==> config.mk <==
export PLATFORM = sky130hd
export DESIGN_NAME = id_ex_pipe_reg_flat
export DESIGN_NICKNAME = d
export VERILOG_FILES = /design/src/rtl/id_ex_pipe_reg_if.sv /design/src/rtl/id_ex_pipe_reg.sv /design/src/flat_wrapper.sv
export SDC_FILE = /design/constraint.sdc
export NUM_CORES = 1
export LEC_CHECK = 0
export CORE_AREA = 2 2 121 123
export CTS_CLUSTER_SIZE = 12
export DETAILED_ROUTE_END_ITERATION = 8
export DIE_AREA = 0 0 123 125
export PLACE_DENSITY = 0.85
export SYNTH_ARGS = -nofsm -noshare
export SYNTH_HDL_FRONTEND = slang
export SYNTH_SLANG_ARGS = --single-unit
==> constraint.sdc <==
create_clock -name clk -period 2.71 [get_ports clk]
set_input_delay 0.542 -clock clk [delete_from_list [all_inputs] [get_ports clk]]
set_output_delay 0.542 -clock clk [all_outputs]
set_load 0.05 [all_outputs]
==> src/rtl/id_ex_pipe_reg_if.sv <==
// ID/EX pipeline register bus.
// Groups the decode-side inputs (stall, flush, valid, control groups, operands)
// and the registered execute-side outputs of id_ex_pipe_reg.
// master: decode/hazard side that drives the stage inputs and observes outputs.
// slave : the pipeline register itself.
interface id_ex_pipe_reg_if #(
    parameter int DATA_W = 32,
    parameter int REG_W  = 5,
    parameter int WB_W   = 2,
    parameter int M_W    = 3,
    parameter int EX_W   = 4,
    parameter int CNT_W  = 16
);
    // Hazard / handshake controls
    logic              stall;
    logic              flush;
    logic              in_valid;

    // Decode-stage inputs
    logic [WB_W-1:0]   ctlwb_out;
    logic [M_W-1:0]    ctlm_out;
    logic [EX_W-1:0]   ctlex_out;
    logic [DATA_W-1:0] npc;
    logic [DATA_W-1:0] readdat1;
    logic [DATA_W-1:0] readdat2;
    logic [DATA_W-1:0] signext_out;
    logic [REG_W-1:0]  instr_2016;
    logic [REG_W-1:0]  instr_1511;

    // Registered execute-stage outputs
    logic [WB_W-1:0]   wb_ctlout;
    logic [M_W-1:0]    m_ctlout;
    logic [EX_W-1:0]   ex_ctlout;
    logic [DATA_W-1:0] npcout;
    logic [DATA_W-1:0] rdata1out;
    logic [DATA_W-1:0] rdata2out;
    logic [DATA_W-1:0] s_extendout;
    logic [REG_W-1:0]  instrout_2016;
    logic [REG_W-1:0]  instrout_1511;
    logic              valid_out;
    logic [CNT_W-1:0]  stall_cnt;

    modport master (
        output stall, flush, in_valid,
        output ctlwb_out, ctlm_out, ctlex_out,
        output npc, readdat1, readdat2, signext_out, instr_2016, instr_1511,
        input  wb_ctlout, m_ctlout, ex_ctlout,
        input  npcout, rdata1out, rdata2out, s_extendout, instrout_2016, instrout_1511,
        input  valid_out, stall_cnt
    );

    modport slave (
        input  stall, flush, in_valid,
        input  ctlwb_out, ctlm_out, ctlex_out,
        input  npc, readdat1, readdat2, signext_out, instr_2016, instr_1511,
        output wb_ctlout, m_ctlout, ex_ctlout,
        output npcout, rdata1out, rdata2out, s_extendout, instrout_2016, instrout_1511,
        output valid_out, stall_cnt
    );
endinterface

==> src/rtl/id_ex_pipe_reg.sv <==
// ID/EX pipeline register for the pipelined MIPS datapath.
// Captures WB/M/EX control, next PC, both read operands, the sign-extended
// immediate and the rt/rd fields each rising edge, with stall (hold), flush
// (bubble), a valid bit and a saturating stall-cycle counter.
// Per-edge priority: reset > flush > stall > load.
// Optional macro IDEX_FLUSH_ZERO_DATA_EN: when defined, flush also clears the
// data fields; otherwise flush clears only control and valid, and data holds.
module id_ex_pipe_reg #(
    parameter int DATA_W = 32,
    parameter int REG_W  = 5,
    parameter int WB_W   = 2,
    parameter int M_W    = 3,
    parameter int EX_W   = 4,
    parameter int CNT_W  = 16
) (
    input  logic           clk,
    input  logic           rst_n,
    id_ex_pipe_reg_if.slave if_idex
);
    logic [WB_W-1:0]   r_wb;
    logic [M_W-1:0]    r_m;
    logic [EX_W-1:0]   r_ex;
    logic [DATA_W-1:0] r_npc;
    logic [DATA_W-1:0] r_rdata1;
    logic [DATA_W-1:0] r_rdata2;
    logic [DATA_W-1:0] r_sext;
    logic [REG_W-1:0]  r_rt;
    logic [REG_W-1:0]  r_rd;
    logic              r_valid;
    logic [CNT_W-1:0]  r_stall_cnt;

    // A non-valid instruction enters as a bubble: its control is forced to zero
    // so nothing downstream writes registers or memory.
    logic [WB_W-1:0]   w_wb_ld;
    logic [M_W-1:0]    w_m_ld;
    logic [EX_W-1:0]   w_ex_ld;
    logic              w_cnt_sat;
    logic              w_cnt_inc;

    assign w_wb_ld   = if_idex.in_valid ? if_idex.ctlwb_out : '0;
    assign w_m_ld    = if_idex.in_valid ? if_idex.ctlm_out  : '0;
    assign w_ex_ld   = if_idex.in_valid ? if_idex.ctlex_out : '0;
    assign w_cnt_sat = (r_stall_cnt == {CNT_W{1'b1}});
    // Only genuine stall cycles are counted; a flush in the same cycle wins.
    assign w_cnt_inc = if_idex.stall && !if_idex.flush && !w_cnt_sat;

    // Stage register: reset, then flush, then stall (hold), then load.
    // NOTE: reset is sampled on the clock edge only, so it lives inside the
    // edge-triggered branch; all state uses non-blocking assignments so every
    // register sees pre-edge values regardless of statement order.
    always_ff @(posedge clk) begin
        if (!rst_n) begin
            r_wb     <= '0;
            r_m      <= '0;
            r_ex     <= '0;
            r_npc    <= '0;
            r_rdata1 <= '0;
            r_rdata2 <= '0;
            r_sext   <= '0;
            r_rt     <= '0;
            r_rd     <= '0;
            r_valid  <= 1'b0;
        end else if (if_idex.flush) begin
            r_wb     <= '0;
            r_m      <= '0;
            r_ex     <= '0;
            r_valid  <= 1'b0;
`ifdef IDEX_FLUSH_ZERO_DATA_EN
            r_npc    <= '0;
            r_rdata1 <= '0;
            r_rdata2 <= '0;
            r_sext   <= '0;
            r_rt     <= '0;
            r_rd     <= '0;
`else
            // Data fields hold; zero control already makes the bubble a NOP.
`endif
        end else if (!if_idex.stall) begin
            r_wb     <= w_wb_ld;
            r_m      <= w_m_ld;
            r_ex     <= w_ex_ld;
            r_npc    <= if_idex.npc;
            r_rdata1 <= if_idex.readdat1;
            r_rdata2 <= if_idex.readdat2;
            r_sext   <= if_idex.signext_out;
            r_rt     <= if_idex.instr_2016;
            r_rd     <= if_idex.instr_1511;
            r_valid  <= if_idex.in_valid;
        end
    end

    // Saturating count of stall cycles since reset.
    always_ff @(posedge clk) begin
        if (!rst_n) begin
            r_stall_cnt <= '0;
        end else if (w_cnt_inc) begin
            r_stall_cnt <= r_stall_cnt + 1'b1;
        end
    end

    assign if_idex.wb_ctlout     = r_wb;
    assign if_idex.m_ctlout      = r_m;
    assign if_idex.ex_ctlout     = r_ex;
    assign if_idex.npcout        = r_npc;
    assign if_idex.rdata1out     = r_rdata1;
    assign if_idex.rdata2out     = r_rdata2;
    assign if_idex.s_extendout   = r_sext;
    assign if_idex.instrout_2016 = r_rt;
    assign if_idex.instrout_1511 = r_rd;
    assign if_idex.valid_out     = r_valid;
    assign if_idex.stall_cnt     = r_stall_cnt;
endmodule

==> src/flat_wrapper.sv <==
// flat-port wrapper written by rule: the top's interface ports become plain ports
module id_ex_pipe_reg_flat 
#(
    parameter int DATA_W = 32,
    parameter int REG_W  = 5,
    parameter int WB_W   = 2,
    parameter int M_W    = 3,
    parameter int EX_W   = 4,
    parameter int CNT_W  = 16
)
  (clk, rst_n, if_idex_stall, if_idex_flush, if_idex_in_valid, if_idex_ctlwb_out, if_idex_ctlm_out, if_idex_ctlex_out, if_idex_npc, if_idex_readdat1, if_idex_readdat2, if_idex_signext_out, if_idex_instr_2016, if_idex_instr_1511, if_idex_wb_ctlout, if_idex_m_ctlout, if_idex_ex_ctlout, if_idex_npcout, if_idex_rdata1out, if_idex_rdata2out, if_idex_s_extendout, if_idex_instrout_2016, if_idex_instrout_1511, if_idex_valid_out, if_idex_stall_cnt);
  id_ex_pipe_reg_if #(.DATA_W(DATA_W), .REG_W(REG_W), .WB_W(WB_W), .M_W(M_W), .EX_W(EX_W), .CNT_W(CNT_W)) if_idex_i ();
  input  logic clk;
  input  logic rst_n;
  input wire logic [$bits(if_idex_i.stall)-1:0] if_idex_stall;
  input wire logic [$bits(if_idex_i.flush)-1:0] if_idex_flush;
  input wire logic [$bits(if_idex_i.in_valid)-1:0] if_idex_in_valid;
  input wire logic [$bits(if_idex_i.ctlwb_out)-1:0] if_idex_ctlwb_out;
  input wire logic [$bits(if_idex_i.ctlm_out)-1:0] if_idex_ctlm_out;
  input wire logic [$bits(if_idex_i.ctlex_out)-1:0] if_idex_ctlex_out;
  input wire logic [$bits(if_idex_i.npc)-1:0] if_idex_npc;
  input wire logic [$bits(if_idex_i.readdat1)-1:0] if_idex_readdat1;
  input wire logic [$bits(if_idex_i.readdat2)-1:0] if_idex_readdat2;
  input wire logic [$bits(if_idex_i.signext_out)-1:0] if_idex_signext_out;
  input wire logic [$bits(if_idex_i.instr_2016)-1:0] if_idex_instr_2016;
  input wire logic [$bits(if_idex_i.instr_1511)-1:0] if_idex_instr_1511;
  output wire logic [$bits(if_idex_i.wb_ctlout)-1:0] if_idex_wb_ctlout;
  output wire logic [$bits(if_idex_i.m_ctlout)-1:0] if_idex_m_ctlout;
  output wire logic [$bits(if_idex_i.ex_ctlout)-1:0] if_idex_ex_ctlout;
  output wire logic [$bits(if_idex_i.npcout)-1:0] if_idex_npcout;
  output wire logic [$bits(if_idex_i.rdata1out)-1:0] if_idex_rdata1out;
  output wire logic [$bits(if_idex_i.rdata2out)-1:0] if_idex_rdata2out;
  output wire logic [$bits(if_idex_i.s_extendout)-1:0] if_idex_s_extendout;
  output wire logic [$bits(if_idex_i.instrout_2016)-1:0] if_idex_instrout_2016;
  output wire logic [$bits(if_idex_i.instrout_1511)-1:0] if_idex_instrout_1511;
  output wire logic [$bits(if_idex_i.valid_out)-1:0] if_idex_valid_out;
  output wire logic [$bits(if_idex_i.stall_cnt)-1:0] if_idex_stall_cnt;
  assign if_idex_i.stall = if_idex_stall;
  assign if_idex_i.flush = if_idex_flush;
  assign if_idex_i.in_valid = if_idex_in_valid;
  assign if_idex_i.ctlwb_out = if_idex_ctlwb_out;
  assign if_idex_i.ctlm_out = if_idex_ctlm_out;
  assign if_idex_i.ctlex_out = if_idex_ctlex_out;
  assign if_idex_i.npc = if_idex_npc;
  assign if_idex_i.readdat1 = if_idex_readdat1;
  assign if_idex_i.readdat2 = if_idex_readdat2;
  assign if_idex_i.signext_out = if_idex_signext_out;
  assign if_idex_i.instr_2016 = if_idex_instr_2016;
  assign if_idex_i.instr_1511 = if_idex_instr_1511;
  assign if_idex_wb_ctlout = if_idex_i.wb_ctlout;
  assign if_idex_m_ctlout = if_idex_i.m_ctlout;
  assign if_idex_ex_ctlout = if_idex_i.ex_ctlout;
  assign if_idex_npcout = if_idex_i.npcout;
  assign if_idex_rdata1out = if_idex_i.rdata1out;
  assign if_idex_rdata2out = if_idex_i.rdata2out;
  assign if_idex_s_extendout = if_idex_i.s_extendout;
  assign if_idex_instrout_2016 = if_idex_i.instrout_2016;
  assign if_idex_instrout_1511 = if_idex_i.instrout_1511;
  assign if_idex_valid_out = if_idex_i.valid_out;
  assign if_idex_stall_cnt = if_idex_i.stall_cnt;
  id_ex_pipe_reg #(.DATA_W(DATA_W), .REG_W(REG_W), .WB_W(WB_W), .M_W(M_W), .EX_W(EX_W), .CNT_W(CNT_W)) u_core (.clk(clk), .rst_n(rst_n), .if_idex(if_idex_i));
endmodule
-- Word level (Yosys, flattened, before mapping)
Index checks and enable logic that the tools add are counted.
- register bits after elaboration: 164
- latch bits: 0
- RAM bits: 0
- memory bits (read-only): 0
- input port bits: 152
- output and inout port bits: 164
- word-level logic and storage cells: 25
- memories kept: 0
- $add $sub $neg: 1
- multiply operators: 0
- div/mod/pow operators: 0
- $lt $le $gt $ge: 0
- eq/ne operators: 1
- shift-type cells: 0
- muxes and demuxes: 3
- bitwise logic cells: 3
- reductions and logical operators: 6
- operators with widths (operator ; count):
    $add 16x1->16 const B ; 1
    $eq 16x16->1 const B ; 1
    $mux 4 ; 1
    $mux 3 ; 1
    $not 1->1 ; 3
    $logic_and 1x1->1 ; 2
    $logic_not 1->1 ; 2
    $mux 2 ; 1
    $reduce_and 2->1 ; 1
    $reduce_or 2->1 ; 1

-- Longest topological paths before layout
Gate-level depths: netlist (run 1).
- word-level depth: 3
- depth in mapped cells: 6
- mapped depth without buffers: 5

-- Least setup slack after synthesis (run 1)
Ideal clock, no wire load.
- path type: register -> register
- start: register u_core.r_stall_cnt[0] (netlist: u_core.if_idex.stall_cnt[0])
- end: register u_core.r_stall_cnt[10] (netlist: u_core.if_idex.stall_cnt[10])
- library setup time: 70 ps
- data arrival time: 2058 ps
- required time: 2640 ps
- path slack: 582 ps
- stages on the path, launching flop included: 7
- buffers on the path: 1
- clock period less this slack: 2128 ps
- path through: dfxtp_1 ha_1 and3b_1 clkbuf_1 nand3_1 or4_1 a21oi_1
- longest elaborated chain between the ends: 3
- elaborated cells between the ends (all ways): 4
- those cells by class: add/sub: 1; eq/ne: 1; reduce/logical: 2
- ends and longest elaborated chain (what ; line ; RTL):
    from (decl) ; id_ex_pipe_reg.sv:30 ; logic [CNT_W-1:0] r_stall_cnt;
    from (signal assigned) ; id_ex_pipe_reg.sv:97 ; r_stall_cnt <= r_stall_cnt + 1'b1;
    branches (longest 3 deep; another with $add 16x1->16) ; n/a ;
Several ways; the timed one is not identified.
A chain may end at the register's enable or synchronous reset.

-- Worst setup path after layout (run 1)
- start: register u_core.r_stall_cnt[7] (netlist: u_core.if_idex.stall_cnt[7])
- end: output port if_idex_stall_cnt[7]
- RTL lines (what ; line ; RTL):
    to (decl) ; flat_wrapper.sv:37 ; output wire logic [$bits(if_idex_i.stall_cnt)-1:0] if_idex_stall_cnt;
No word-level cell between the ends.

==> impl_metrics.csv, run 1 <==
group,metric,value,unit
clock_network,cts_sinks,164,
drt,drc,0,
drt,viasPerCell,4.98,
synthesis,synth_fp_nets,891,
synthesis,synth-simple-area-share,0.234,
clock_network,cts_max_level,4,
drt,vias,6106,
placed_design,dp_hpwl,12900,µm
clock_network,cts_made_buffers,17,
placed_design,port_buffers,315,
drt,ant_nets,0,
grt,grt_usage,0.243,
grt,grt_overflow_total,0,
worst_hold_path,hold_class,"register to register",
synthesis,synth_compound_area_frac,0.161,
placed_design,post-place-ws,0.271,ns
floorplanning,num_rows,44,
drt,drt_wl_total,19000,µm
timing,slew_violations,0,
clock_network,cts_setup_buffers,0,
clock_network,cts_resized,0,
final_layout,drive_gt1_frac,0.0413,
synthesis,netlist_top_cells_area,"dfxtp_1, nand2_1, a21oi_1, clkbuf_1, a22oi_1",
power,p_leak,3.51,nW
run,drv_cap,0,
clock_network,cts.clk_slew.worst_paths,0.06,ns
floorplanning,io_pins,316,
critical_path,worst_path_largest_cell_delay,0.87,ns
timing,fin_ws,0.375,ns
clock_network,cts_tree,"yes",
placed_design,place.gp.congestion,0.826,
timing,hold_viol_final,0,
drt,drt_iter0_drc,411,
floorplanning,die_h,125,µm
critical_path,cp_slowest_cell,"clkdlybuf4s50_1",
synthesis,yosysUniqueCellTypes,35,
critical_path,crit_arrival,1.79,ns
power,peakVddDrop,467,µV
critical_path,startpoint_type,"register",
timing,max_freq,428,MHz
floorplanning,dieArea,15400,µm²
critical_path,path_cells,"clkdlybuf4s50_1",
clock_network,clockBufferDepth,2,
synthesis,synth_area,5850,µm²
grt,grt_pass1_wl,29300,µm
clock_network,cts_hold_buf,0,
timing,worst_clock_skew,0.00418,ns
final_layout,regArea,3280,µm²
synthesis,synth_adder_area_share,0.00214,
grt,grt_max_degree,115,
final_layout,finalNetCount,1181,
synthesis,synth_xor_area_frac,0,
clock_network,root_buffer,"clkbuf_16",
final_layout,nFillCells,1102,
synthesis,synth_top_area_frac,0.562,
synthesis,syn_inst,738,
critical_path,cp_data_required_time,2.17,ns
floorplanning,start_util,0.412,
critical_path,end_kind,"output pin",
critical_path,crit_buf_inv,1,
placed_design,post_dp_cell_area,9160,µm²
critical_path,critPathMaxFanout,10,
timing,post-route-min-period,2.34,ns
floorplanning,core-area,14200,µm²
synthesis,yosysSeqAreaShare,0.562,
synthesis,synth_top_family_by_area,"simple AND/OR/NAND/NOR gates",
grt,grt_pass1_vias,5816,
final_layout,stdcell_count,1225,
synthesis,avgSynthCellArea,7.92,µm²
power,powerDensity,644,nW/µm²
clock_network,clock_latency,0.41,ns
timing,setup_tns,0,ns
synthesis,yosys.area.top_type,"dfxtp_1",
synthesis,synthMuxAreaShare,0.00342,
synthesis,synth_warnings,0,
drt,firstDrtPassIters,5,
critical_path,cp_top_family,"buffers and inverters",
synthesis,ys_ff_latch,164,
grt,antenna_found_initial,1,
final_layout,multi_input_area,2350,µm²
placed_design,place_inst,1193,
final_layout,fin_area,9840,µm²
final_layout,diodes,0,
timing,worst_pin_slew,0.781,ns
status,status,"complete, no violations",
timing,period_share,0.862,
drt,routedWlPerCell,15.5,µm
timing,relSlewSlack,0.475,
floorplanning,die_w,123,µm
critical_path,crit_type,"register to output pin",
timing,grt_setup_unrepaired,"no",
final_layout,area_delta_synth_final,68.4,%
timing,setup_viol_count_final,0,
cell families (layout without fill, tap and decap cells):
logic type      count (synthesis)  count (layout)
fa+ha+maj                       1               1
mux                             2               2
simple gates                  337             337
buf+inv                        58             361
flops                         164             164
compound gates                176             176
registers in the layout (all words and copies together), names as in the netlist:
signal / flops
u_core.if_idex.instrout_2016: 5
u_core.if_idex.instrout_1511: 5
u_core.if_idex.s_extendout: 32
u_core.if_idex.wb_ctlout: 2
u_core.if_idex.valid_out: 1
u_core.if_idex.npcout: 32
u_core.if_idex.ex_ctlout: 4
u_core.if_idex.stall_cnt: 16
u_core.if_idex.rdata2out: 32
u_core.if_idex.rdata1out: 32
u_core.if_idex.m_ctlout: 3
synth_stat cells:
cell type,number
nand2_1,286
dfxtp_1,164
a21oi_1,149
clkbuf_1,49
nor2_1,16
a22oi_1,9
nand3_1,7
o21ai_0,5
o31ai_1,5
inv_1,4
nand4_1,4
buf_1,3
nor4_1,3
or3_1,3
or4_1,3
or4b_1,3
a211oi_1,2
and3_1,2
and4_1,2
mux2i_1,2
nand2b_1,2
o41ai_1,2
a31oi_1,1
a41o_1,1
and3b_1,1
buf_2,1
clkinv_1,1
ha_1,1
nand4b_1,1
nor2b_1,1
nor3_1,1
nor3b_1,1
o211ai_1,1
o311a_1,1
or2_1,1
stage by stage:
step	power [mW]	hold slack, ns	utilization
after global placement	3.62	0.440	0.645
after CTS	6.38	0.454	0.693
after detailed placement	3.64	0.446	0.645
after floorplan	3.15	0.675	-
final	6.33	0.451	0.693
after global routing	6.57	0.467	0.693
cell usage in the layout, fill, tap and decap left out, drive strengths merged, types with 2 or more instances in the layout:
cell type,instances
or3,3
a21oi,149
buf,9
nor2,16
bufinv,6
dfxtp,164
nand2b,2
or4,3
o41ai,2
a22oi,9
mux2i,2
and4,2
o21ai,5
and3,2
nand3,7
nand4,4
o31ai,5
clkinvlp,2
clkinv,4
clkdlybuf4s50,315
inv,5
nor4,3
nand2,286
a211oi,2
or4b,3
clkbuf,20
routing by layer:
layer / vias to the layer above / GRT usage / share of wire
li1: 3010 / - / -
met1: 2788 / 0.258 / 0.37
met3: 42 / 0.104 / 0.098
met2: 264 / 0.422 / 0.50
met4: 2 / 0.0916 / 0.024
met5: - / 0 / 0.00069
final cells by class:
class                      instances  area share
timing repair buffer             324       0.332
clock inverter                    12      0.0230
sequential                       164       0.334
inverter                           5     0.00216
multi-input combinational        516       0.239
clock buffer                      20      0.0464
tap                              184      0.0234
report_power, final:
| part | leakage, nW | switching, mW | internal (mW) |
|---|---|---|---|
| clock network | 0.326 | 0.965 | 1.78 |
| registers | 1.34 | 0.0498 | 2.51 |
| logic | 1.84 | 0.601 | 0.427 |
final timing paths:
check	from	to	slack, ns	cells after the start
min	u_core.if_idex.npcout[10]	u_core.if_idex.npcout[10]	0.45	2
max reg2reg	u_core.if_idex.stall_cnt[0]	u_core.if_idex.stall_cnt[10]	0.80	5
max	u_core.if_idex.stall_cnt[7]	if_idex_stall_cnt[7]	0.37	1
min reg2reg	u_core.if_idex.npcout[10]	u_core.if_idex.npcout[10]	0.45	2
No activity file was read; power rests on OpenSTA's default activity.
==> run 2: changes to the inputs <==
Settings changed: MAX_ROUTING_LAYER from default to met4.
==> run 2 against run 1 <==
  * Clock power about the same
  * Total power barely moved
  * Die area unchanged
  * Combinational power barely moved
  * Register-to-register slack about the same
  * Cell area hardly changed
  * Count of clock-buffer cells in the layout is the same
  * Cell count about the same
  * Largest cell class unchanged
  * Largest power group unchanged
==> impl_metrics.csv, run 2 (synthesis results as in run 1) <==
group,metric,value,unit
status,status,"complete, no violations",
critical_path,crit_buf_inv,1,
grt,antenna_found_initial,1,
final_layout,drive_gt1_frac,0.0413,
drt,drt_iter0_drc,481,
drt,viasPerCell,4.97,
power,intPower,4.72,mW
floorplanning,io_pins,316,
clock_network,cts_tree,"yes",
final_layout,mostFrequentLayoutCells,"clkdlybuf4s50_1, nand2_1, dfxtp_1",
final_layout,stdcell_count,1226,
worst_hold_path,hold_class,"register to register",
floorplanning,die_w,123,µm
drt,firstDrtPassIters,5,
final_layout,regArea,3280,µm²
timing,worst_pin_slew,0.775,ns
final_layout,final_util,0.693,
placed_design,place.gp.congestion,0.838,
timing,setup_tns,0,ns
floorplanning,die_h,125,µm
final_layout,multi_input_area,2350,µm²
power,switchingPower,1.61,mW
power,powerDensity,643,nW/µm²
grt,grt_pass1_wl,29200,µm
clock_network,cts_made_buffers,17,
drt,ant_nets,0,
timing,slew_violations,0,
critical_path,crit_arrival,1.80,ns
final_layout,finalNetCount,1181,
power,peakVddDrop,467,µV
clock_network,cts_sinks,164,
timing,post-route-min-period,2.34,ns
critical_path,cp_data_required_time,2.17,ns
critical_path,end_kind,"output pin",
final_layout,nFillCells,1101,
placed_design,dp_hpwl,12900,µm
clock_network,cts_setup_buffers,0,
run,drv_cap,0,
floorplanning,num_rows,44,
power,combPwrFrac,0.162,
critical_path,cp_slowest_cell,"clkdlybuf4s50_1",
critical_path,critPathMaxFanout,10,
drt,drt_wl_total,18900,µm
drt,routedWlPerCell,15.5,µm
power,p_leak,3.51,nW
timing,relSlewSlack,0.479,
timing,worst_clock_skew,0.00444,ns
clock_network,clockBufferDepth,2,
clock_network,cts_max_level,4,
timing,max_freq,428,MHz
final_layout,layout_commonest_cell,"clkdlybuf4s50_1",
timing,period_share,0.863,
timing,setup_viol_count_final,0,
drt,drc,0,
critical_path,worst_path_largest_cell_delay,0.87,ns
drt,vias,6092,
grt,grt_usage,0.249,
grt,grt_pass1_vias,5863,
clock_network,root_buffer,"clkbuf_16",
power,p_seq_frac,0.404,
placed_design,port_buffers,315,
critical_path,startpoint_type,"register",
floorplanning,core-area,14200,µm²
clock_network,clock_latency,0.41,ns
critical_path,path_cells,"clkdlybuf4s50_1",
clock_network,cts.clk_slew.worst_paths,0.06,ns
placed_design,place_inst,1193,
timing,hold_viol_final,0,
power,swShare,0.255,
floorplanning,dieArea,15400,µm²
clock_network,cts_hold_buf,0,
critical_path,crit_type,"register to output pin",
clock_network,cts_resized,0,
critical_path,cp_top_family,"buffers and inverters",
power,clkPwrFrac,0.433,
grt,grt_overflow_total,0,
floorplanning,start_util,0.412,
grt,grt_max_degree,115,
timing,grt_setup_unrepaired,"no",
final_layout,area_delta_synth_final,68.4,%
## run 2: cell types whose count changed in the layout (fill, tap and decap cells not counted)
cell     previous run  this run
diode_2             0         1
## run 2: power by group through the flow
stage | sequential (mW) | clock, mW | combinational, mW
after global routing | 2.57 | 2.91 | 1.08
after global placement | 2.61 | 0 | 1.02
after floorplan | 2.95 | 0 | 0.202
after CTS | 2.56 | 2.79 | 1.03
after detailed placement | 2.61 | 0 | 1.02
final | 2.56 | 2.74 | 1.03
## run 2: area by class of cell
class                      count  share of cell area
sequential                   164               0.334
timing repair buffer         324               0.332
multi-input combinational    516               0.239
clock buffer                  20              0.0464
tap                          184              0.0234
clock inverter                12              0.0230
inverter                       5             0.00216
antenna                        1            0.000254
## run 2: path summary, 6_finish.rpt
| kind | slack [ns] | depth (start not counted) | from | end |
|---|---|---|---|---|
| worst min-delay path | 0.45 | 2 | u_core.if_idex.npcout[10] | u_core.if_idex.npcout[10] |
| worst max register to register | 0.81 | 5 | u_core.if_idex.stall_cnt[0] | u_core.if_idex.stall_cnt[10] |
| worst min register to register | 0.45 | 2 | u_core.if_idex.npcout[10] | u_core.if_idex.npcout[10] |
| worst max-delay path | 0.37 | 1 | u_core.if_idex.stall_cnt[7] | if_idex_stall_cnt[7] |
## run 2: layer usage
layer / vias to the layer above / track usage / share of wire
met5: - / - / 0
li1: 3013 / - / -
met2: 255 / 0.422 / 0.51
met1: 2785 / 0.265 / 0.38
met3: 39 / 0.0826 / 0.085
met4: 0 / 0.0976 / 0.024
## run 2: metrics by stage
step | instance area [µm²] | setup WS, ns | power (mW) | hold WS [ns]
2_1_floorplan | 5850 | 0.582 | 3.15 | 0.675
3_3_place_gp | 9160 | 0.301 | 3.62 | 0.440
3_5_place_dp | 9160 | 0.271 | 3.64 | 0.446
4_1_cts | 9840 | 0.350 | 6.38 | 0.454
5_1_grt | 9840 | 0.304 | 6.57 | 0.467
6_report | 9840 | 0.372 | 6.33 | 0.451
